[src/rtl/wb_sdram_arbiter.sv]
// Two-master round-robin Wishbone B3 arbiter sharing the SDRAM controller slave port.
// Define WB_SDRAM_ARB_WATCHDOG_EN to add the stall watchdog (err pulse + ABORT state).
`timescale 1ns/1ps
module wb_sdram_arbiter #(
  parameter int unsigned AW             = 32,
  parameter int unsigned DW             = 32,
  parameter int unsigned TIMEOUT_CYCLES = 1024
) (
  input  logic            wb_clk,
  input  logic            wb_rst_n,

  input  logic [AW-1:0]   m0_adr_i,
  input  logic [DW-1:0]   m0_dat_i,
  input  logic [DW/8-1:0] m0_sel_i,
  input  logic            m0_we_i,
  input  logic            m0_cyc_i,
  input  logic            m0_stb_i,
  input  logic [2:0]      m0_cti_i,
  input  logic [1:0]      m0_bte_i,
  output logic [DW-1:0]   m0_dat_o,
  output logic            m0_ack_o,
  output logic            m0_err_o,

  input  logic [AW-1:0]   m1_adr_i,
  input  logic [DW-1:0]   m1_dat_i,
  input  logic [DW/8-1:0] m1_sel_i,
  input  logic            m1_we_i,
  input  logic            m1_cyc_i,
  input  logic            m1_stb_i,
  input  logic [2:0]      m1_cti_i,
  input  logic [1:0]      m1_bte_i,
  output logic [DW-1:0]   m1_dat_o,
  output logic            m1_ack_o,
  output logic            m1_err_o,

  output logic [AW-1:0]   s_adr_o,
  output logic [DW-1:0]   s_dat_o,
  output logic [DW/8-1:0] s_sel_o,
  output logic            s_we_o,
  output logic            s_cyc_o,
  output logic            s_stb_o,
  output logic [2:0]      s_cti_o,
  output logic [1:0]      s_bte_o,
  input  logic [DW-1:0]   s_dat_i,
  input  logic            s_ack_i,
  input  logic            s_err_i,

  output logic [1:0]      gnt_o
);

  localparam logic [1:0] IDLE = 2'b00;
  localparam logic [1:0] GNT0 = 2'b01;
  localparam logic [1:0] GNT1 = 2'b10;
`ifdef WB_SDRAM_ARB_WATCHDOG_EN
  localparam logic [1:0] ABORT = 2'b11;
`endif

  logic [1:0] state, state_nxt;
  logic       last, last_nxt;
  logic       own0, own1;

  assign own0 = (state == GNT0);
  assign own1 = (state == GNT1);

`ifdef WB_SDRAM_ARB_WATCHDOG_EN
  localparam logic [15:0] TO_LAST = 16'(TIMEOUT_CYCLES - 1);

  logic [15:0] wd_cnt;
  logic        wd_stall, timeout, abort_err;

  assign wd_stall = s_stb_o && !s_ack_i && !s_err_i;
  assign timeout  = wd_stall && (wd_cnt == TO_LAST);

  // abort_err is high only in the first ABORT cycle, giving a one-cycle err pulse
  always_ff @(posedge wb_clk or negedge wb_rst_n) begin
    if (!wb_rst_n) begin
      wd_cnt    <= '0;
      abort_err <= 1'b0;
    end else begin
      abort_err <= (state != ABORT) && (state_nxt == ABORT);
      if (wd_stall && (state_nxt == state)) wd_cnt <= wd_cnt + 16'd1;
      else                                  wd_cnt <= '0;
    end
  end
`endif

  always_comb begin
    state_nxt = state;
    last_nxt  = last;
    case (state)
      IDLE: begin
        if (m0_cyc_i && (!m1_cyc_i || last)) state_nxt = GNT0;
        else if (m1_cyc_i)                   state_nxt = GNT1;
      end
      GNT0: begin
        if (!m0_cyc_i) state_nxt = m1_cyc_i ? GNT1 : IDLE;
`ifdef WB_SDRAM_ARB_WATCHDOG_EN
        else if (timeout) state_nxt = ABORT;
`endif
      end
      GNT1: begin
        if (!m1_cyc_i) state_nxt = m0_cyc_i ? GNT0 : IDLE;
`ifdef WB_SDRAM_ARB_WATCHDOG_EN
        else if (timeout) state_nxt = ABORT;
`endif
      end
`ifdef WB_SDRAM_ARB_WATCHDOG_EN
      // last still names the aborted owner; release follows the GNTx handover rule
      ABORT: begin
        if (last) begin
          if (!m1_cyc_i) state_nxt = m0_cyc_i ? GNT0 : IDLE;
        end else begin
          if (!m0_cyc_i) state_nxt = m1_cyc_i ? GNT1 : IDLE;
        end
      end
`endif
      default: state_nxt = IDLE;
    endcase
    if (state_nxt == GNT0)      last_nxt = 1'b0;
    else if (state_nxt == GNT1) last_nxt = 1'b1;
  end

  always_ff @(posedge wb_clk or negedge wb_rst_n) begin
    if (!wb_rst_n) begin
      state <= IDLE;
      last  <= 1'b1;
    end else begin
      state <= state_nxt;
      last  <= last_nxt;
    end
  end

  always_comb begin
    s_adr_o = '0;
    s_dat_o = '0;
    s_sel_o = '0;
    s_we_o  = 1'b0;
    s_cyc_o = 1'b0;
    s_stb_o = 1'b0;
    s_cti_o = '0;
    s_bte_o = '0;
    if (own0) begin
      s_adr_o = m0_adr_i;
      s_dat_o = m0_dat_i;
      s_sel_o = m0_sel_i;
      s_we_o  = m0_we_i;
      s_cyc_o = m0_cyc_i;
      s_stb_o = m0_stb_i;
      s_cti_o = m0_cti_i;
      s_bte_o = m0_bte_i;
    end else if (own1) begin
      s_adr_o = m1_adr_i;
      s_dat_o = m1_dat_i;
      s_sel_o = m1_sel_i;
      s_we_o  = m1_we_i;
      s_cyc_o = m1_cyc_i;
      s_stb_o = m1_stb_i;
      s_cti_o = m1_cti_i;
      s_bte_o = m1_bte_i;
    end
  end

  assign m0_dat_o = s_dat_i;
  assign m1_dat_o = s_dat_i;
  assign m0_ack_o = own0 && s_ack_i;
  assign m1_ack_o = own1 && s_ack_i;

`ifdef WB_SDRAM_ARB_WATCHDOG_EN
  assign m0_err_o = (own0 && s_err_i) || (abort_err && !last);
  assign m1_err_o = (own1 && s_err_i) || (abort_err && last);
  assign gnt_o    = (state == ABORT) ? (last ? 2'b10 : 2'b01) : {own1, own0};
`else
  assign m0_err_o = own0 && s_err_i;
  assign m1_err_o = own1 && s_err_i;
  assign gnt_o    = {own1, own0};
`endif

endmodule
[config.mk]
export PLATFORM = sky130hd
export DESIGN_NAME = wb_sdram_arbiter
export DESIGN_NICKNAME = d
export VERILOG_FILES = /design/src/rtl/wb_sdram_arbiter.sv
export SDC_FILE = /design/constraint.sdc
export NUM_CORES = 1
export LEC_CHECK = 0
export ABC_CLOCK_PERIOD_IN_PS = 2300
export CAP_MARGIN = 15
export CELL_PAD_IN_SITES_DETAIL_PLACEMENT = 1
export CELL_PAD_IN_SITES_GLOBAL_PLACEMENT = 1
export CORE_AREA = 2 2 129 131
export DETAILED_ROUTE_END_ITERATION = 6
export DIE_AREA = 0 0 131 133
export GPL_TIMING_DRIVEN = 0
export PLACE_DENSITY_LB_ADDON = 0.1
export SKIP_CTS_REPAIR_TIMING = 1
export SYNTH_ARGS = -nofsm -noshare
export SYNTH_HDL_FRONTEND = slang
export SYNTH_SLANG_ARGS = --single-unit
[constraint.sdc]
create_clock -name wb_clk -period 2.3 [get_ports wb_clk]
set_clock_uncertainty 0.05 [all_clocks]
set_input_delay 0.345 -clock wb_clk [delete_from_list [all_inputs] [get_ports wb_clk]]
set_output_delay 0.345 -clock wb_clk [all_outputs]
set_load 0.01 [all_outputs]
* Word level (Yosys, flattened, before mapping)
Index checks and enable logic that the tools add are counted.
Word-level totals: register bits 3, bits of input ports 188, output and inout port bits 146
Cells by class: eq/ne operators 4, mux-type cells 25, reduce and logical (&&, ||, !) cells 9
Operator list (number):
- 2-to-1 mux 32 bit | 4
- 2-to-1 mux 2 bit | 7
- 2-to-1 mux 1 bit | 9
- 2-to-1 mux 4 bit | 2
- 2-to-1 mux 3 bit | 2
- one-hot mux 2 bit (3 select lines) | 1
- logical AND 1 bit | 5
- equality test 2 x 1 -> 1 bit (second input constant) | 2
- equality test 2 bit (second input constant) | 2
- zero test 2 bit | 1
- nonzero test 2 bit | 1
- zero test 1 bit | 1
- logical OR 1 bit | 1

* Logic depth before layout (Yosys ltp)
Gate-level depths: netlist of the first run.
depth in word-level cells 8, depth in mapped cells 5, mapped depth without buffers 4

* Worst setup path after synthesis of the first run
OpenSTA, ideal clock, no wires.
path kind reg-to-output, start reg state[1], end out s_adr_o[14], data arrival time 1.136 ns, required time 1.905 ns, setup slack 0.769 ns, cell stages (with the launch flop) 6, path buffers 3, cells stage by stage dfrtp_1 nor2b_1 buf_6 buf_6 buf_6 a22o_1
Between the ends: cells in the longest elaborated chain, start to end 3
Ends and longest elaborated chain:
- start, declared | RTL line 58 | logic [1:0] state, state_nxt;
- start signal, assigned | RTL line 128 | state <= state_nxt;
- equality test 2 bit | RTL line 63 | assign own1 = (state == GNT1);
- 2-to-1 mux 32 bit | RTL line 151 | end else if (own1) begin
- 2-to-1 mux 32 bit (*) | RTL line 142 | if (own0) begin
- end, declared | RTL line 36 | output logic [AW-1:0] s_adr_o,
Every way passes the cells marked *; elsewhere a longest branch is shown, timed or not.

* Worst setup path in the final report of the first run
start reg state[1], end out s_dat_o[20]
Between the ends: cells in the longest elaborated chain, start to end 3
Ends and longest elaborated chain:
- equality test 2 bit | RTL line 63
- 2-to-1 mux 32 bit | RTL line 151
- 2-to-1 mux 32 bit (*) | RTL line 142
- end, declared | RTL line 37 | output logic [DW-1:0] s_dat_o,
Marked as above.

==> results of run 1 <==
==> stage by stage <==
| step | utilization [%] | hold WS, ns | instances | setup WS, ns |
|---|---|---|---|---|
| after floorplan | - | -0.0005911 | 180 | 0.7688 |
| after global placement | 29.46 | 0.4307 | 701 | 0.01123 |
| after detailed placement | 29.46 | 0.4408 | 701 | -0.02420 |
| after CTS | 29.95 | 0.2721 | 705 | -0.2620 |
| after global routing | 30.46 | 0.2769 | 707 | -0.1236 |
| final | 30.46 | 0.2677 | 707 | -0.01699 |
==> final timing paths <==
kind	startpoint	to	slack [ns]	cells after the start
max reg2reg	state[0]$_DFF_PN0_	last$_DFFE_PN1P_	0.76	5
min in group wb_clk	last$_DFFE_PN1P_	last$_DFFE_PN1P_	0.44	2
min reg2reg	last$_DFFE_PN1P_	last$_DFFE_PN1P_	0.44	2
min	wb_rst_n	state[1]$_DFF_PN0_	0.27	1
max	state[1]$_DFF_PN0_	s_dat_o[20]	-0.02	5
max in group asynchronous	wb_rst_n	last$_DFFE_PN1P_	1.70	1
==> synthesized netlist by cell type <==
cell       n
a21oi_1    1
mux2i_1    1
dfstp_2    1
dfrtp_1    2
a21o_1     1
ha_1       1
buf_4     66
o21ba_2    1
nor2_1     1
and2_1     4
a22o_1    76
o21a_1     1
nand2b_1   1
buf_2     13
nor3b_1    1
buf_6      5
inv_1      1
nor2b_1    3
==> metal layers <==
| layer | vias to the layer above | GRT usage, % |
|---|---|---|
| li1 | 1229 | - |
| met1 | 1157 | 13.12 |
| met2 | 145 | 23.23 |
| met5 | - | 0 |
| met3 | 12 | 1.981 |
| met4 | 0 | 2.069 |
==> state kept, by name, indices dropped and copies added (netlist names) <==
signal / count
state: 2
last: 1
==> cell families (layout without fill, tap and decap cells) <==
family / Yosys count / after routing
mux: 1 / 1
compound gates: 80 / 80
buf+inv: 85 / 392
flops: 3 / 3
fa+ha+maj: 1 / 1
simple gates: 10 / 10
==> layout make-up <==
class,instances,area [um2]
timing repair buffer,303,3063
inverter,1,3.754
multi-input combinational,92,784.5
clock buffer,4,78.83
buffer,84,643.1
fill,1864,11250
sequential,3,77.57
tap,220,275.3
==> power breakdown <==
group          leakage, nW  total, mW  switching, mW  internal, mW
registers           0.0344     0.0926         0.0174        0.0751
clock network       0.0382      0.276         0.0475         0.229
logic                 2.14       2.20          0.849          1.35
total                 2.21       2.57          0.914          1.66
==> worst reg2reg max path: stages, from the launching register on <==
cell	delay (ns)
dfrtp_2	0.42
buf_4	0.14
o21ba_2	0.20
o21a_1	0.18
ha_1	0.29
mux2i_1	0.18
==> flow_summary.json, run 1 <==
{
  "status": "finished, violations left",
  "violations": "setup timing",
  "antenna_found_initial": 0,
  "synth_fa_ha_area_share_pct": 0.8475,
  "die-area_um2": 17420,
  "drive_gt1_share_pct": 19.30,
  "dp_hpwl_mm": 10.00,
  "viasPerCell": 3.597,
  "fmax_mhz": 431.6,
  "numCtsBuffers": 3,
  "ys_types": 18,
  "die_x_um": 131,
  "path_buf_inv": 3,
  "drc": 0,
  "finalCriticalPeriod_ns": 2.317,
  "yosys.area.top_type_share_pct": 45.08,
  "cts_root_buffer": "clkbuf_16",
  "hold_violations": 0,
  "worstMarginPinSlew_ns": 0.2537,
  "final_cell_mix": "287 x clkdlybuf4s50_1, 76 x a22o_1, 69 x buf_4, 14 x dlymetal6s2s_1, 8 x buf_6",
  "grt_pass1_wl_mm": 16.06,
  "yosys-mux-area-fraction_pct": 0.6780,
  "clkSinkCount": 3,
  "required_ns": 1.90,
  "area_growth_syn_to_layout_pct": 233.6,
  "grt.total_usage_pct": 11.83,
  "finalPower_mw": 2.571,
  "vdd_drop_max_uv": 418.9,
  "hp-class": "primary input to async pin",
  "synth-seq-cells": 3,
  "die_height_um": 133,
  "yosysTopAreaCell": "a22o_1",
  "fin_crit_sh_pct": 100.7,
  "grt_max_degree": 11,
  "placed_area_um2": 4765,
  "slowest_delay_ns": 0.55,
  "crit_path_start_kind": "flip-flop",
  "endpoint_kind": "output port",
  "diodes": 0,
  "critPathMaxFanout": 10,
  "fin_ws_ns": -0.01699,
  "synth_top_family_by_area": "compound AO/OA/AOI/OAI gates",
  "cp.arrival_ns": 1.92,
  "wl_met2_mm": 6.182,
  "num_rows": 47,
  "slew_viol_final": 0,
  "synth_area_um2": 1476,
  "gp_congestion": 0.7654,
  "synth_seq_area_share_pct": 5.169,
  "wire_per_inst_um": 16.09,
  "wl_met1_mm": 4.109,
  "synth_fp_nets": 369,
  "path_delay_family": "buffers and inverters",
  "clk_latency_ns": 0.22,
  "synth_warnings": 0,
  "synth_xor_area_share_pct": 0,
  "io_pins": 334,
  "h-tree-depth": 1,
  "final_common_cell": "clkdlybuf4s50_1",
  "yosys.area_share.simple_pct": 4.153,
  "setup_viol": 4,
  "tns_ns": -0.03700,
  "wirelength_mm": 11.38,
  "p_leak_nw": 2.210,
  "grt_remaining_overflow": 0,
  "nNetsFinal": 677,
  "crit_chain": "nor2b_2 -> buf_6 -> buf_2 -> a22o_1 -> clkdlybuf4s50_1",
  "max_slew_margin_pct": 83.05,
  "dr_total_vias": 2543,
  "maxCapViolCount": 0,
  "crit_type": "flip-flop to output port",
  "powerDensity_nw_per_um2": 522.0,
  "rsz0062_at_grt": "yes",
  "avgSynthCellArea_um2": 8.202,
  "cts_tree": "done",
  "cp_slowest_cell": "clkdlybuf4s50_1",
  "dr.pass1.iters": 4,
  "drt_iter0_markers": 47,
  "start_util_pct": 9.130,
  "clkSlewWorstSetupHoldPaths_ns": 0.03,
  "fin_area_um2": 4926,
  "coreArea_um2": 16170,
  "wl_met3_um": 921,
  "synth_cells": 180,
  "ant_nets": 0,
  "port_buffers": 301,
  "synth.area.top_cells": "a22o_1 45%, buf_4 34%, buf_2 4.4%, buf_6 3.8%, dfrtp_1 3.4%",
  "grt_pass1_vias": 2722,
  "clockBufferDepth": 2,
  "synth_compound_area_share_pct": 47.12,
  "routed.top_layer": "met4"
}
(Power assumes the default switching activity.)
==> run 2: changes to the inputs <==
- ABC_CLOCK_PERIOD_IN_PS: 2300 -> 2800
- CORE_AREA: 2 2 129 131 -> not set
- CORE_ASPECT_RATIO: not set -> 0.5
- CORE_UTILIZATION: not set -> 10
- DIE_AREA: 0 0 131 133 -> not set
- clock period: 2.3 -> 2.8 ns (I/O delays scaled with it)
==> run 2 against run 1 <==
  * Sequential share of layout area barely moved
  * Largest power group unchanged
  * Worst setup slack improved by 0.41 ns
  * Register-to-register slack improved by 0.62 ns
  * Critical path depth did not move
  * Critical endpoint is now s_adr_o[5]
  * The flow now finishes without violations
  * Count of clock-buffer cells in the layout did not move
  * Combinational power fell by 20%
==> flow_summary.json, run 2 (synthesis results as in run 1) <==
{
  "status": "finished clean",
  "viasPerCell": 3.616,
  "clk_latency_ns": 0.22,
  "tns_ns": 0,
  "endpoint_kind": "output port",
  "port_buffers": 301,
  "largest_reg_flops": 2,
  "rsz0062_at_grt": "no",
  "io_pins": 334,
  "ant_nets": 0,
  "hold_violations": 0,
  "nFillCells": 1617,
  "grt.total_usage_pct": 12.50,
  "p_sw_uw": 729.0,
  "die-area_um2": 15280,
  "h-tree-depth": 1,
  "nNetsFinal": 675,
  "num_rows": 30,
  "clkSlewWorstSetupHoldPaths_ns": 0.03,
  "clkPwrFrac_pct": 10.9,
  "grt_pass1_wl_mm": 14.97,
  "cts_tree": "done",
  "coreArea_um2": 13960,
  "crit_top_cell": "buf_2",
  "slowest_delay_ns": 0.56,
  "dr_total_vias": 2448,
  "diodes": 0,
  "power_frac_comb_pct": 85.5,
  "cp-startpoint": "state[0]$_DFF_PN0_",
  "gp_congestion": 0.7325,
  "cp.depth": 5,
  "crit_path_start_kind": "flip-flop",
  "p_leak_nw": 1.988,
  "max_slew_margin_pct": 83.45,
  "fin_crit_sh_pct": 85.98,
  "final_common_cell": "clkdlybuf4s50_1",
  "final_cell_mix": "301 x clkdlybuf4s50_1, 76 x a22o_1, 66 x buf_4, 13 x buf_2, 5 x buf_6",
  "cp_slowest_cell": "clkdlybuf4s50_1",
  "antenna_found_initial": 0,
  "drive_gt1_share_pct": 18.35,
  "grt_pass1_vias": 2561,
  "vdd_drop_max_uv": 157.6,
  "clkSinkCount": 3,
  "area_growth_syn_to_layout_pct": 225.7,
  "die_x_um": 173.8,
  "fmax_mhz": 415.4,
  "numCtsBuffers": 3,
  "start_util_pct": 10.57,
  "regMostFlops": "state",
  "top_regs": "state: 2 flops, last: 1 flops",
  "cp.arrival_ns": 1.94,
  "intPower_mw": 1.342,
  "dp_hpwl_mm": 9.436,
  "dr.pass1.iters": 4,
  "maxCapViolCount": 0,
  "finalPower_mw": 2.071,
  "p_sw_share_pct": 35.20,
  "r2r-start": "state[0]$_DFF_PN0_",
  "drt_iter0_markers": 36,
  "hp-class": "primary input to async pin",
  "setup_viol": 0,
  "critPathMaxFanout": 10,
  "drc": 0,
  "path_buf_inv": 3,
  "grt_max_degree": 11,
  "worstMarginPinSlew_ns": 0.2478,
  "wirelength_mm": 10.66,
  "required_ns": 2.33,
  "worstRegToRegCells": 4,
  "wire_per_inst_um": 15.74,
  "path_delay_family": "buffers and inverters",
  "powerDensity_nw_per_um2": 430.7,
  "die_height_um": 87.92,
  "seqPwrFrac_pct": 3.7,
  "slew_viol_final": 0,
  "clockBufferDepth": 2,
  "finalCriticalPeriod_ns": 2.407,
  "crit_chain": "nor2b_1 -> buf_2 -> buf_2 -> a22o_1 -> clkdlybuf4s50_1",
  "grt_remaining_overflow": 0,
  "crit_type": "flip-flop to output port",
  "cts_root_buffer": "clkbuf_16"
}
-- run 2: cell types whose count changed in the layout (fill, tap and decap cells not counted), sizes merged --
cell | before | now
clkdlybuf4s50 | 287 | 301
clkbuf | 6 | 4
dlymetal6s2s | 14 | 0
-- run 2: routing by layer --
layer / global-route usage [%] / vias to the layer above / wire length [um]
met5: 0 / - / 0
met1: 13.73 / 1105 / 3997
met3: 2.257 / 4 / 556
met2: 26.00 / 110 / 6043
met4: 1.196 / 0 / 61
li1: - / 1229 / -
-- run 2: layout make-up --
| class | count | area, um2 | share of cell area, % |
|---|---|---|---|
| Inverter | 1 | 3.754 | 0.07806 |
| Multi-Input combinational cell | 92 | 779.5 | 16.21 |
| Tap cell | 192 | 240.2 | 4.996 |
| Timing Repair Buffer | 301 | 3013 | 62.66 |
| Buffer | 84 | 616.8 | 12.83 |
| Clock buffer | 4 | 78.83 | 1.639 |
| Sequential cell | 3 | 76.32 | 1.587 |
-- run 2: worst paths after layout --
| path | endpoint | slack, ns |
|---|---|---|
| setup reg to reg | last$_DFFE_PN1P_ | 1.38 |
| max in group asynchronous | last$_DFFE_PN1P_ | 2.13 |
| setup / recovery | s_adr_o[5] | 0.39 |
| min in group wb_clk | last$_DFFE_PN1P_ | 0.44 |
| hold reg to reg | last$_DFFE_PN1P_ | 0.44 |
| hold / removal | state[0]$_DFF_PN0_ | 0.34 |
-- run 2: through the flow --
step | setup slack, ns | utilization [%] | area, um2 | hold slack [ns] | std cells
after floorplan | 1.194 | - | 1476 | 0.07441 | 180
after global placement | 0.5833 | 33.87 | 4730 | 0.4302 | 673
after detailed placement | 0.5990 | 33.87 | 4730 | 0.4369 | 673
after global routing | 0.2606 | 34.44 | 4808 | 0.3517 | 677
final | 0.3925 | 34.44 | 4808 | 0.3433 | 677
after CTS | 0.3503 | 34.44 | 4808 | 0.3449 | 677
-- run 2: worst reg2reg max path, stage by stage (launching register included) --
cell     delay [ns]
dfrtp_1        0.41
o21ba_2        0.23
o21a_1         0.18
ha_1           0.29
mux2i_1        0.18
-- run 2: power by group through the flow --
stage	Combinational [mW]	Clock (mW)	Sequential, mW
global placement	1.80	0	0.0751
CTS	1.81	0.231	0.0756
detailed placement	1.79	0	0.0759
floorplan	0.770	0	0.0705
finish	1.77	0.225	0.0757
global route	1.88	0.236	0.0776
